File: config.mk
export PLATFORM = sky130hd
export DESIGN_NAME = lsu_stage
export DESIGN_NICKNAME = d
export VERILOG_FILES = /design/src/rtl/lsu_stage.sv
export SDC_FILE = /design/constraint.sdc
export NUM_CORES = 1
export LEC_CHECK = 0
export CAP_MARGIN = 20
export CORE_MARGIN = 2
export CORE_UTILIZATION = 47
export CTS_CLUSTER_DIAMETER = 40
export DETAILED_ROUTE_END_ITERATION = 10
export PLACE_DENSITY = 0.81
export SLEW_MARGIN = 20
export SYNTH_ARGS = -nofsm -noshare
export SYNTH_HDL_FRONTEND = slang
export SYNTH_SLANG_ARGS = --single-unit
File: constraint.sdc
create_clock -name clk -period 2.9 [get_ports clk]
set_input_delay 0.725 -clock clk [delete_from_list [all_inputs] [get_ports clk]]
set_output_delay 0.725 -clock clk [all_outputs]
set_load 0.03 [all_outputs]
File: src/rtl/lsu_stage.sv
// lsu_stage: load/store stage with a single-outstanding valid/ready data-memory port.
// Upstream: agu_* micro-op fields, agu_valid/lsu_ready handshake, flush.
// Memory:   dmem_req_valid/ready, dmem_addr/we/be/wdata request; dmem_rsp_valid/rdata response.
// Results:  one-cycle pulses wb_valid (load data), st_done (store), exc_valid (misaligned),
//           with wb_rd_addr/wb_data/wb_pc/exc_addr.
module lsu_stage #(
    parameter int XLEN = 32,
    parameter int RD_W = 5
) (
    input  logic            clk,
    input  logic            rst_n,
    input  logic            flush,
    input  logic            agu_valid,
    output logic            lsu_ready,
    input  logic [XLEN-1:0] agu_pc,
    input  logic            agu_is_store,
    input  logic            agu_is_signed,
    input  logic [XLEN-1:0] agu_store_data,
    input  logic [XLEN-1:0] agu_access_addr,
    input  logic [3:0]      agu_byte_sel,
    input  logic [RD_W-1:0] agu_rd_addr,
    input  logic            agu_align_exc,
    output logic            dmem_req_valid,
    input  logic            dmem_req_ready,
    output logic [XLEN-1:0] dmem_addr,
    output logic            dmem_we,
    output logic [3:0]      dmem_be,
    output logic [XLEN-1:0] dmem_wdata,
    input  logic            dmem_rsp_valid,
    input  logic [XLEN-1:0] dmem_rdata,
    output logic            wb_valid,
    output logic [RD_W-1:0] wb_rd_addr,
    output logic [XLEN-1:0] wb_data,
    output logic [XLEN-1:0] wb_pc,
    output logic            st_done,
    output logic            exc_valid,
    output logic [XLEN-1:0] exc_addr
);
    localparam logic [1:0] IDLE = 2'd0;
    localparam logic [1:0] REQ  = 2'd1;
    localparam logic [1:0] WAIT = 2'd2;

    logic [1:0]      state_q, state_d;
    logic [XLEN-1:0] pc_q, pc_d, addr_q, addr_d, wdata_q, wdata_d;
    logic            we_q, we_d, signed_q, signed_d, discard_q, discard_d;
    logic [3:0]      be_q, be_d, sel_q, sel_d;
    logic [1:0]      off_q, off_d;
    logic [RD_W-1:0] rd_q, rd_d, wb_rd_addr_q, wb_rd_addr_d;
    logic            wb_valid_q, wb_valid_d, st_done_q, st_done_d, exc_valid_q, exc_valid_d;
    logic [XLEN-1:0] wb_data_q, wb_data_d, wb_pc_q, wb_pc_d, exc_addr_q, exc_addr_d;
    logic            accept;
    logic [XLEN-1:0] shifted, load_data;

    assign lsu_ready = (state_q == IDLE) && !flush;
    assign accept    = agu_valid && lsu_ready;

    // Size is taken from the unshifted byte mask latched at accept.
    assign shifted   = dmem_rdata >> {off_q, 3'b000};
    assign load_data = (sel_q == 4'b0001) ? {{(XLEN-8){signed_q & shifted[7]}}, shifted[7:0]} :
                       (sel_q == 4'b0011) ? {{(XLEN-16){signed_q & shifted[15]}}, shifted[15:0]} :
                       shifted;

    always_comb begin
        state_d      = state_q;
        pc_d         = pc_q;
        addr_d       = addr_q;
        wdata_d      = wdata_q;
        we_d         = we_q;
        signed_d     = signed_q;
        discard_d    = discard_q;
        be_d         = be_q;
        sel_d        = sel_q;
        off_d        = off_q;
        rd_d         = rd_q;
        wb_valid_d   = 1'b0;
        st_done_d    = 1'b0;
        exc_valid_d  = 1'b0;
        wb_rd_addr_d = wb_rd_addr_q;
        wb_data_d    = wb_data_q;
        wb_pc_d      = wb_pc_q;
        exc_addr_d   = exc_addr_q;
        case (state_q)
            IDLE: begin
                if (accept && agu_align_exc) begin
                    exc_valid_d = 1'b1;
                    exc_addr_d  = agu_access_addr;
                    wb_pc_d     = agu_pc;
                end else if (accept) begin
                    state_d   = REQ;
                    pc_d      = agu_pc;
                    addr_d    = {agu_access_addr[XLEN-1:2], 2'b00};
                    off_d     = agu_access_addr[1:0];
                    be_d      = agu_byte_sel << agu_access_addr[1:0];
                    wdata_d   = agu_store_data << {agu_access_addr[1:0], 3'b000};
                    we_d      = agu_is_store;
                    signed_d  = agu_is_signed;
                    sel_d     = agu_byte_sel;
                    rd_d      = agu_rd_addr;
                    discard_d = 1'b0;
                end
            end
            REQ: begin
                // A flush cannot cancel a request the memory has already taken.
                if (dmem_req_ready && we_q) begin
                    state_d = IDLE;
                    if (!flush) begin
                        st_done_d = 1'b1;
                        wb_pc_d   = pc_q;
                    end
                end else if (dmem_req_ready) begin
                    state_d   = WAIT;
                    discard_d = flush;
                end else if (flush) begin
                    state_d = IDLE;
                end
            end
            WAIT: begin
                if (dmem_rsp_valid) begin
                    state_d = IDLE;
                    if (!(discard_q || flush)) begin
                        wb_valid_d   = 1'b1;
                        wb_data_d    = load_data;
                        wb_rd_addr_d = rd_q;
                        wb_pc_d      = pc_q;
                    end
                end else if (flush) begin
                    discard_d = 1'b1;
                end
            end
            default: state_d = IDLE;
        endcase
    end

    always_ff @(posedge clk or negedge rst_n) begin
        if (!rst_n) begin
            state_q      <= IDLE;
            pc_q         <= '0;
            addr_q       <= '0;
            wdata_q      <= '0;
            we_q         <= 1'b0;
            signed_q     <= 1'b0;
            discard_q    <= 1'b0;
            be_q         <= '0;
            sel_q        <= '0;
            off_q        <= '0;
            rd_q         <= '0;
            wb_valid_q   <= 1'b0;
            st_done_q    <= 1'b0;
            exc_valid_q  <= 1'b0;
            wb_rd_addr_q <= '0;
            wb_data_q    <= '0;
            wb_pc_q      <= '0;
            exc_addr_q   <= '0;
        end else begin
            state_q      <= state_d;
            pc_q         <= pc_d;
            addr_q       <= addr_d;
            wdata_q      <= wdata_d;
            we_q         <= we_d;
            signed_q     <= signed_d;
            discard_q    <= discard_d;
            be_q         <= be_d;
            sel_q        <= sel_d;
            off_q        <= off_d;
            rd_q         <= rd_d;
            wb_valid_q   <= wb_valid_d;
            st_done_q    <= st_done_d;
            exc_valid_q  <= exc_valid_d;
            wb_rd_addr_q <= wb_rd_addr_d;
            wb_data_q    <= wb_data_d;
            wb_pc_q      <= wb_pc_d;
            exc_addr_q   <= exc_addr_d;
        end
    end

    assign dmem_req_valid = (state_q == REQ);
    assign dmem_addr      = addr_q;
    assign dmem_we        = we_q;
    assign dmem_be        = be_q;
    assign dmem_wdata     = wdata_q;
    assign wb_valid       = wb_valid_q;
    assign wb_rd_addr     = wb_rd_addr_q;
    assign wb_data        = wb_data_q;
    assign wb_pc          = wb_pc_q;
    assign st_done        = st_done_q;
    assign exc_valid      = exc_valid_q;
    assign exc_addr       = exc_addr_q;
endmodule

==> metrics.md <==
| Metric | Value |
|---|---|
| Adder-cell share of the synthesized area | `0.00633` |
| CTS Sinks | `~220` |
| Post-synthesis cell count | `930` |
| Die area | `22200 um2` |
| Unrepaired setup endpoints after global routing | `no` |
| I/O pins | `between 300 and 400` |
| Row count | `53` |
| Worst r2r path cells | `6` |
| Remaining DRCs | `0` |
| Post-synthesis register bit count | `218` |
| YS warnings | `0` |
| Post-route setup slack | `112 ps` |
| Pre-CTS setup slack | `-54.9 ps` |
| First-pass GRT wire length | `46.3 mm` |
| H-tree depth | `2` |
| Pleak | `6.74 nW` |
| Chip Height | `149 um` |
| Share of synthesized flip-flops with an asynchronous set or reset | `1.00` |
| Synth area leaders | `dfrtp_1 (55%), nand2_1 (11%), mux2_2 (9.8%)` |
| Post-CTS Setup Repair Bufs | `0` |
| Routed len/inst | `19.3 um` |
| Post-synth top area share | `0.552` |
| Power Density | `1260 nW/um2` |
| Final hold vios | `0` |
| Nets | `1401` |
| Gr usage total | `0.267` |
| Worst vdd ir | `~0.001 V` |
| CTS tree | `built` |
| Horiz. Die Dim | `149 um` |
| Num CTS Buffers | `35` |
| CORE AREA | `20800 um2` |
| Cell Area, Placed | `13400 um2` |
| DPL Wire Length | `20.5 mm` |
| Main combinational cell family by area after synthesis | `multiplexers` |
| Largest area contributor in the netlist | `dfrtp_1` |
| R2r startpoint | `state_q[0]$_DFFE_PN0P_` |
| Final hold slack | `228 ps` |
| Mapped Avg Cell Area | `10.6 um2` |
| Hold Path Class | `primary input to asynchronous set/reset pin` |
| Cts repair resizes | `0` |
| Critical path endpoint category | `output pin` |
| Final Max Slew Viols | `0` |
| Count leader, synth | `nand2_1` |
| Tmin final | `2790 ps` |
| R2r endpoint | `wb_pc[0]$_DFFE_PN0P_` |
| Combined area of all synthesized cells | `9880 um2` |
| Post-Synth XOR/XNOR Area | `0` |
| Worst Path Arrival | `2060 ps` |
| Fmax | `~360 MHz` |
| I/O Buffers | `318` |
| Type of origin of the critical path | `flop` |
| Initial Util | `0.475` |
| Mux share of post-synthesis cell area | `0.179` |
| Pre-antenna DRT Iters | `5` |
| R2R Setup Slk | `710 ps` |
| Synth cell count leaders | `nand2_1 (286), dfrtp_1 (218), mux2_2 (86)` |
| GRT overflow | `0` |
| Tcrit/Tclk final | `0.961` |
| Most common flop cell mapped by yosys | `dfrtp_1` |
| Root buf cell | `clkbuf_16` |
| Simple-gate share of the synthesized area | `0.150` |
| DR vias | `about 8200` |
| Routed Antenna Nets | `0` |
| Slew HR | `0.368` |
| Final Util | `0.702` |
| Worst-Margin Slew | `942 ps` |
| Worst-Skew Late Latency | `500 ps` |
| Required time worst endpoint | `between 2000 and 2500 ps` |
| Synth-to-Final Area Change | `47.9%` |
| Library cells used by synthesis | `43` |
| Cell area after layout | `14600 um2` |
| Total Neg Setup Slack | `0 ps` |
| Share of cells above drive strength 1 | `0.165` |
| Initial antenna violation count | `0` |
| Clk slew on worst S/H paths | `60 ps` |
| Worst clock skew | `20.0 ps` |
| Max Cap Viol | `0` |
| Setup violators final | `0` |
| Clk buf depth | `3` |
| Final RePlAce weighted congestion | `0.872` |
| Post-CTS Hold Buffers | `0` |
| Vias per std cell | `around 5.3` |
| Largest net degree at the start of global routing | `between 80 and 90` |
| Final wirelength | `29.9 mm` |
| Kind of critical path | `flop to output pin` |
| Register area share after synthesis | `0.552` |
| Ant diodes | `0` |
| Initial detailed-routing violation count | `410` |
| Number of flops mapped to enable cells by yosys | `0` |
| Status | `finished, final reports clean` |
| Worst-path fanout max | `6` |
| Number of global-route vias before repair | `8614` |
| Synth Area in Compound Gates | `0.0793` |
## report_power, final
| group | internal [mW] | total (mW) | switching (mW) |
|---|---|---|---|
| Combinational | 3.95 | 8.66 | 4.71 |
| Clock | 2.87 | 4.41 | 1.54 |
| Sequential | 4.50 | 5.40 | 0.902 |
| Total | 11.3 | 18.5 | 7.15 |
## stage by stage
stage,instances,power (mW)
5_1_grt,1550,19.4
4_1_cts,1550,18.6
3_5_place_dp,1488,14.0
2_1_floorplan,931,10.6
3_3_place_gp,1488,13.8
6_report,1550,18.5
## cells in the final DEF (no fill, tap or decap), types with 2 or more instances in the layout
cell / synthesis / routed
inv_1: 6 / 6
nand2_1: 286 / 286
mux2_4: 30 / 30
clkinv_2: 0 / 4
and2_1: 7 / 7
clkdlybuf4s50_1: 0 / 315
clkinv_4: 0 / 2
nand2b_1: 2 / 2
nand3_1: 10 / 10
clkinvlp_4: 0 / 5
a221o_1: 10 / 10
buf_4: 2 / 19
a22oi_1: 8 / 8
buf_12: 3 / 6
o21ai_0: 47 / 47
nor3b_1: 2 / 2
a21oi_1: 34 / 34
dfrtp_1: 218 / 218
nand3b_1: 2 / 2
clkbuf_8: 0 / 3
ha_1: 5 / 5
inv_6: 0 / 5
clkbuf_16: 0 / 37
a211oi_1: 10 / 10
bufinv_16: 0 / 5
mux2_2: 86 / 86
and3_1: 2 / 2
mux2i_1: 33 / 33
conb_1: 1 / 2
nor2_1: 34 / 34
o31ai_1: 9 / 9
nor2b_1: 12 / 12
## area by class of cell
cell class,instances,area [um2]
sequential,218,5460
multi-input combinational,647,4110
clock inverter,22,280
inverter,6,22.5
tap,275,344
fill,1536,6200
timing repair buffer,342,3440
clock buffer,40,967
## logic make-up after synthesis
logic type | Yosys count
AND/OR/NAND/NOR | 364
flip-flops | 218
multiplexers | 150
AO/OA/AOI/OAI | 126
buffers and inverters | 66
adder cells (fa/ha/maj) | 5
other | 1
## worst max-delay path: stages (launching register included)
cell and delay (ps):
dfrtp_1 410, inv_1 100, ha_1 290, clkdlybuf4s50_1 750
## layer usage
layer	track usage	wire, um	share of wire	vias up
li1	-	-	-	3781
met1	0.325	11400	0.38	3955
met2	0.447	14700	0.49	369
met3	0.0746	2700	0.090	81
met4	0.119	1150	0.038	0
met5	0	0	0	-
## registers in the layout (all words and copies together) (netlist names), 2 cells and up
name	flops
dmem_wdata	32
exc_addr	32
pc_q	32
wb_data	32
wb_pc	32
dmem_addr	30
rd_q	5
wb_rd_addr	5
dmem_be	4
sel_q	4
off_q	2
state_q	2
## worst max-delay path by stage
stage	from	to	slack (ps)	depth (start not counted)
6_report	state_q[1]$_DFFE_PN0P_	dmem_req_valid	110	3
5_1_grt	state_q[1]$_DFFE_PN0P_	dmem_req_valid	30	3
4_1_cts	state_q[1]$_DFFE_PN0P_	dmem_req_valid	80	3
3_5_place_dp	dmem_rsp_valid	wb_pc[5]$_DFFE_PN0P_	-50	5
3_3_place_gp	dmem_rsp_valid	wb_pc[14]$_DFFE_PN0P_	50	5
2_1_floorplan	flush	wb_pc[10]$_DFFE_PN0P_	680	5
(Power assumes the default switching activity.)
